--- src/rtl/ds_adc.sv ---
// Delta-sigma ADC front end: comparator synchroniser, 1-bit feedback and boxcar decimator.
// Optional macro DS_ADC_AVG2_EN averages each window result with the previous one.
module ds_adc #(
  parameter int MSBI_G   = 7,
  parameter int DEC_LOG2 = 8
) (
  input  logic            clk_i,
  input  logic            res_n_i,
  input  logic            cmp_i,
  output logic            fb_o,
  output logic [MSBI_G:0] adc_o,
  output logic            valid_o
);

  localparam int SHIFT = DEC_LOG2 - MSBI_G - 1;
  localparam logic [DEC_LOG2:0] MAX_CODE = (DEC_LOG2 + 1)'((2 ** (MSBI_G + 1)) - 1);

  generate
    if (DEC_LOG2 < MSBI_G + 1) begin : g_bad_cfg
      $error("ds_adc: DEC_LOG2 must be >= MSBI_G+1");
    end
  endgenerate

  logic                sync_1;
  logic                sync_2;
  logic [DEC_LOG2-1:0] win_cnt;
  logic [DEC_LOG2:0]   acc;
  logic [DEC_LOG2:0]   total;
  logic [DEC_LOG2:0]   scaled;
  logic [MSBI_G:0]     result;
  logic                win_end;

  assign win_end = &win_cnt;

  // A window of all ones totals 2^DEC_LOG2, one past full scale: clamp instead of wrapping.
  always_comb begin
    total  = acc + {{DEC_LOG2{1'b0}}, sync_2};
    scaled = total >> SHIFT;
    result = (scaled > MAX_CODE) ? '1 : scaled[MSBI_G:0];
  end

  always_ff @(posedge clk_i) begin
    if (!res_n_i) begin
      sync_1 <= 1'b0;
      sync_2 <= 1'b0;
      fb_o   <= 1'b0;
    end else begin
      sync_1 <= cmp_i;
      sync_2 <= sync_1;
      fb_o   <= sync_2;
    end
  end

  always_ff @(posedge clk_i) begin
    if (!res_n_i) begin
      win_cnt <= '0;
      acc     <= '0;
    end else begin
      win_cnt <= win_cnt + 1'b1;
      acc     <= win_end ? '0 : total;
    end
  end

`ifdef DS_ADC_AVG2_EN
  logic [MSBI_G:0] prev;

  always_ff @(posedge clk_i) begin
    if (!res_n_i) begin
      prev    <= '0;
      adc_o   <= '0;
      valid_o <= 1'b0;
    end else if (win_end) begin
      prev    <= result;
      adc_o   <= (MSBI_G + 1)'(({1'b0, result} + {1'b0, prev}) >> 1);
      valid_o <= 1'b1;
    end else begin
      valid_o <= 1'b0;
    end
  end
`else
  always_ff @(posedge clk_i) begin
    if (!res_n_i) begin
      adc_o   <= '0;
      valid_o <= 1'b0;
    end else if (win_end) begin
      adc_o   <= result;
      valid_o <= 1'b1;
    end else begin
      valid_o <= 1'b0;
    end
  end
`endif

endmodule
--- config.mk ---
export PLATFORM = sky130hd
export DESIGN_NAME = ds_adc
export DESIGN_NICKNAME = d
export VERILOG_FILES = /design/src/rtl/ds_adc.sv
export SDC_FILE = /design/constraint.sdc
export NUM_CORES = 1
export LEC_CHECK = 0
export CORE_UTILIZATION = 45
export CTS_CLUSTER_SIZE = 8
export DETAILED_ROUTE_END_ITERATION = 8
export HOLD_SLACK_MARGIN = 0.02
export PLACE_DENSITY = 0.7
export REMOVE_ABC_BUFFERS = 1
export SLEW_MARGIN = 25
export SYNTH_ARGS = -nofsm -noshare
export SYNTH_HDL_FRONTEND = slang
export SYNTH_SLANG_ARGS = --single-unit
--- constraint.sdc ---
create_clock -name clk_i -period 4.2 [get_ports clk_i]
set_input_delay 0.84 -clock clk_i [delete_from_list [all_inputs] [get_ports clk_i]]
set_output_delay 0.84 -clock clk_i [all_outputs]
set_load 0.01 [all_outputs]
=== Yosys cells after proc, flatten, opt, wreduce, memory -nomap -nowiden ===
Index checks and enable logic that the tools add are counted.

* Add/sub/neg operators: 2
* Magnitude comparators: 1
* Multiplexer cells: 2
* Bitwise operators: 1
* Reduce and logical (&&, ||, !) cells: 2

{| class="wikitable"
|+ Operators by type and width
! cell !! count
|-
| $add A9 B1 Y9 || 1
|-
| $gt A9 B8 Y1 const B || 1
|-
| $add A8 B1 Y8 const B || 1
|-
| $mux W8 || 1
|-
| $reduce_and A8 Y1 || 1
|-
| $reduce_or A2 Y1 || 1
|-
| $mux W1 || 1
|-
| $not A1 Y1 || 1
|}

* Bits in registers: 29
* Input bits: 3
* Output and inout port bits: 10
* Logic and storage cells: 15

=== Longest topological paths before layout ===
* Depth in word-level cells: 3
* Mapped depth: 6
* Gate-level depth less buffers: 6

=== Worst setup path before layout ===
Ideal clock, no wire load.

* Kind: reg-to-reg
* Start: reg sync_2
* End: reg adc_o[0]
* Setup time: 0.119 ns
* Arrival time: 1.439 ns
* Data required time: 4.081 ns
* Slack: 2.642 ns
* Cell stages (with the launch flop): 7
* Buffers on the path: 0
* Clock period less this slack: 1.558 ns
* Path through: dfxtp_1 ha_1 ha_1 nand3_2 o21ai_0 nand3_2 o221a_2

* Word-level cells in the longest chain between the ends: 3

{| class="wikitable"
|+ Ends and longest elaborated chain
! item !! line !! text
|-
| start: declaration || 25 || <nowiki>logic sync_2;</nowiki>
|-
| start signal: assignment || 49 || <nowiki>sync_2 <= sync_1;</nowiki>
|-
| $add A9 B1 Y9 (*) || 37 || <nowiki>total = acc + {{DEC_LOG2{1'b0}}, sync_2};</nowiki>
|-
| $gt A9 B8 Y1 || 39 || <nowiki>result = (scaled > MAX_CODE) ? '1 : scaled[MSBI_G:0];</nowiki>
|-
| $mux W8 (*) || 39 ||
|-
| end signal: assignment || 86 || <nowiki>adc_o <= result;</nowiki>
|-
| end: declaration || 11 || <nowiki>output logic [MSBI_G:0] adc_o,</nowiki>
|}

Every way passes the cells marked *; elsewhere a longest branch is shown, timed or not.
A chain may end at the register's enable or synchronous reset.

=== Worst setup path in the final report ===
* Start: reg win_cnt[0]
* End: reg adc_o[0]

* Word-level cells in the longest chain between the ends: 1

{| class="wikitable"
|+ Ends and longest elaborated chain
! item !! line !! text
|-
| start: declaration || 26 || <nowiki>logic [DEC_LOG2-1:0] win_cnt;</nowiki>
|-
| start signal: assignment || 59 || <nowiki>win_cnt <= win_cnt + 1'b1;</nowiki>
|-
| $reduce_and A8 Y1 || 33 || <nowiki>assign win_end = &win_cnt;</nowiki>
|}

No other way between the ends.

==> flow_summary.ini <==
[outcome]
outcome = finished clean

[die]
rows = 17
fp.coreArea_um2 = 2297
die_area_um2 = 2724
io_pins = 13
die-width_um = 52.19
start_util_pct = 49.35
die_h_um = 52.19

[pwr]
vdd_drop_max_uv = 310.5
p_int_uw = 382.2
clockPowerShare_pct = 38.9
power.leakage_uw = 0.0005141
pwr-share-seq_pct = 58.4
power_switching_uw = 101.1
power.density_nw_per_um2 = 359.7
p_comb_share_pct = 2.8
swShare_pct = 20.92

[setup_path]
crit_end = adc_o[0]
reg2reg_depth = 5
reg2reg_from = win_cnt[0]
r2r_setup_slack_ns = 2.04
path_depth = 5
path_delay_family = simple AND/OR/NAND/NOR gates
slowest_delay_ns = 0.67
worstPathCellList = ha_1 > nand4_1 > nor2_1 > nand3_2 > o221a_2
path_class = reg -> reg
startpoint_type = flip-flop
cp-startpoint = win_cnt[0]
critPathCaptureType = flip-flop
reg2reg_to = adc_o[0]
slowest_stage = nor2_1
worstPathMaxFanout = 11
arrival_ns = 2.38
crit_required_ns = 4.42
critical_path_buf_inv_count = 0

[final_layout]
multi_input_area_um2 = 523.0
nFillCells = 215
area_growth_pct = 18.54
nNetsFinal = 133
instances_no_fill = 156
drive_gt1_share_pct = 14.84
antenna_cells = 0
postLayoutCoreUtil_pct = 58.50
fin_area_um2 = 1344
seq_area_um2 = 580.6

[global_route]
first_global_vias = 770
globalRouteOverflowTotal = 0
antenna_found_initial = 0
grt_busiest_layer = met2
grt_max_degree = 22
grt_first_pass_wirelength_mm = 3.256
grt_use_met1_pct = 20.77
grtUsageMet2_pct = 25.85
grt.met3_usage_pct = 8.116
grtUsageTotal_pct = 17.40

[timing]
maxSlewViolCount = 0
setup_viol = 0
period_minus_slack_ns = 2.162
finClkSkew_ns = 0.004374
worst-slew-pin-transition_ns = 0.8120
rsz0062_at_grt = no
hold_violations = 0
timing.fmax_mhz = 462.6
post-route-period-util_pct = 51.47
setup_tns_ns = 0
slew_headroom_pct = 45.67

[detailed_routing]
wl_per_cell_um = 11.91
drt_pass1_iterations = 3
drt_iter0_drc = 12
totalWireLength_mm = 1.858
ant_nets = 0
routed_via_density = 5.199
vias = 811
drc = 0

[job]
maxCapViolCount = 0

[place]
port_buffers = 12
gp_congestion = 0.7357
placed_cell_area_um2 = 1274
dp_hpwl_mm = 1.255
dp_cells = 148

[clock_network]
cts_max_level = 2
clk_path_buf_depth = 2
cts_tree = done
cts_hold_buf = 0
numCtsBuffers = 5
clk_pin_slew_ns = 0.09
cts_resized = 0
cts-root-buf = clkbuf_4
cts_setup_buffers = 0
cts_sinks = 29
clock_latency_ns = 0.32

[synthesis]
yosysWarnings = 0
synth_top_area_share_pct = 51.21
synth.avg_cell_area_um2 = 10.21
syn_inst = 111
yosysUniqueCellTypes = 30
syn_area_um2 = 1134
ys_ff_latch = 29
seq_area_frac_synth_pct = 51.21
synth_area_leaders = dfxtp_1 (51%), xnor2_1 (5.4%), and2_1 (4.4%)
synth_largest_area_cell = dfxtp_1

[worst_hold_path]
hold_path.class = reg -> reg
layout by cell type, fill, tap and decap left out, drive strengths merged:
master         instances
dfxtp                 29
clkdlybuf4s50         12
and2                   9
nor2                   7
xnor2                  7
nand3                  7
clkbuf                 7
nand2                  6
nor2b                  6
o21ai                  6
o221a                  6
inv                    4
xor2                   4
ha                     3
and3                   3
or3                    3
nand4                  2
o31ai                  1
o22ai                  1
a21boi                 1
a21oi                  1
nor3                   1
a31oi                  1
clkinv                 1
sequential cells by signal (all words and copies together), names as in the netlist:
| signal | cells |
|---|---|
| acc | 9 |
| sync_1 | 1 |
| win_cnt | 8 |
| sync_2 | 1 |
| adc_o | 8 |
| fb_o | 1 |
| valid_o | 1 |
worst min path at each step:
stage	slack [ns]	to	startpoint	cells past startpoint
6_report	0.44	sync_2	sync_1	1
5_1_grt	0.47	sync_2	sync_1	1
4_1_cts	0.45	sync_2	sync_1	1
3_5_place_dp	0.43	sync_2	sync_1	1
3_3_place_gp	0.42	sync_2	sync_1	1
2_1_floorplan	0.41	sync_2	sync_1	1
layer usage:
metal  wire [um]  up-vias
met4          37        0
met1         940      373
met5           0        -
met2         769       15
li1            -      418
met3         110        5
cell families (layout without fill, tap and decap cells):
family,Yosys count,count (layout),synth area share [%]
and+or+nand+nor,44,44,22.30
DFF,29,29,51.21
AOI/OAI and AO/OA,17,17,12.03
xor gates and xnor gates,11,11,8.499
buffers and inverters,7,24,2.649
adders and majority gates,3,3,3.312
cells in the mapped netlist:
cell / count
and3_1: 2
nand4_1: 2
xnor2_1: 7
o31ai_1: 1
nand3_2: 2
and3_2: 1
nand2_1: 6
a31oi_2: 1
o22ai_1: 1
a21oi_1: 1
and2_4: 1
or3_1: 1
o21ai_1: 1
or3_2: 1
nor3_1: 1
inv_1: 4
o21ai_0: 5
clkbuf_1: 2
or3_4: 1
buf_4: 1
and2_1: 8
ha_1: 3
dfxtp_1: 29
xor2_1: 4
nand3_1: 5
a21boi_0: 1
nor2_1: 7
o221a_1: 2
nor2b_1: 6
o221a_2: 4
worst register-to-register path, stage by stage (launching register included):
cell	delay, ns
dfxtp_1	0.39
ha_1	0.23
nand4_1	0.16
nor2_1	0.67
nand3_2	0.29
o221a_2	0.33
metrics by stage:
| step | setup slack [ns] | total power (uW) | hold WS (ns) |
|---|---|---|---|
| 5_1_grt | 1.804 | 508.5 | 0.4720 |
| 3_3_place_gp | 1.877 | 301.1 | 0.4172 |
| 2_1_floorplan | 2.467 | 295.1 | 0.4118 |
| 6_report | 2.038 | 483.3 | 0.4431 |
| 4_1_cts | 2.000 | 489.3 | 0.4454 |
| 3_5_place_dp | 1.803 | 301.7 | 0.4251 |
area by class of cell:
class | count | share of cell area, %
Sequential cell | 29 | 43.20
Multi-Input combinational cell | 75 | 38.92
Timing Repair Buffer | 12 | 8.939
Clock buffer | 7 | 4.842
Tap cell | 28 | 2.607
Inverter | 4 | 1.117
Clock inverter | 1 | 0.3724
power by group through the flow:
| stage | registers, uW | logic [uW] | clock network (uW) |
|---|---|---|---|
| after floorplan | 288 | 7.20 | 0 |
| after global placement | 288 | 12.9 | 0 |
| after detailed placement | 288 | 13.3 | 0 |
| after CTS | 282 | 13.6 | 193 |
| after global routing | 283 | 15.7 | 210 |
| final | 282 | 13.3 | 188 |
No activity file was read; power rests on OpenSTA's default activity.
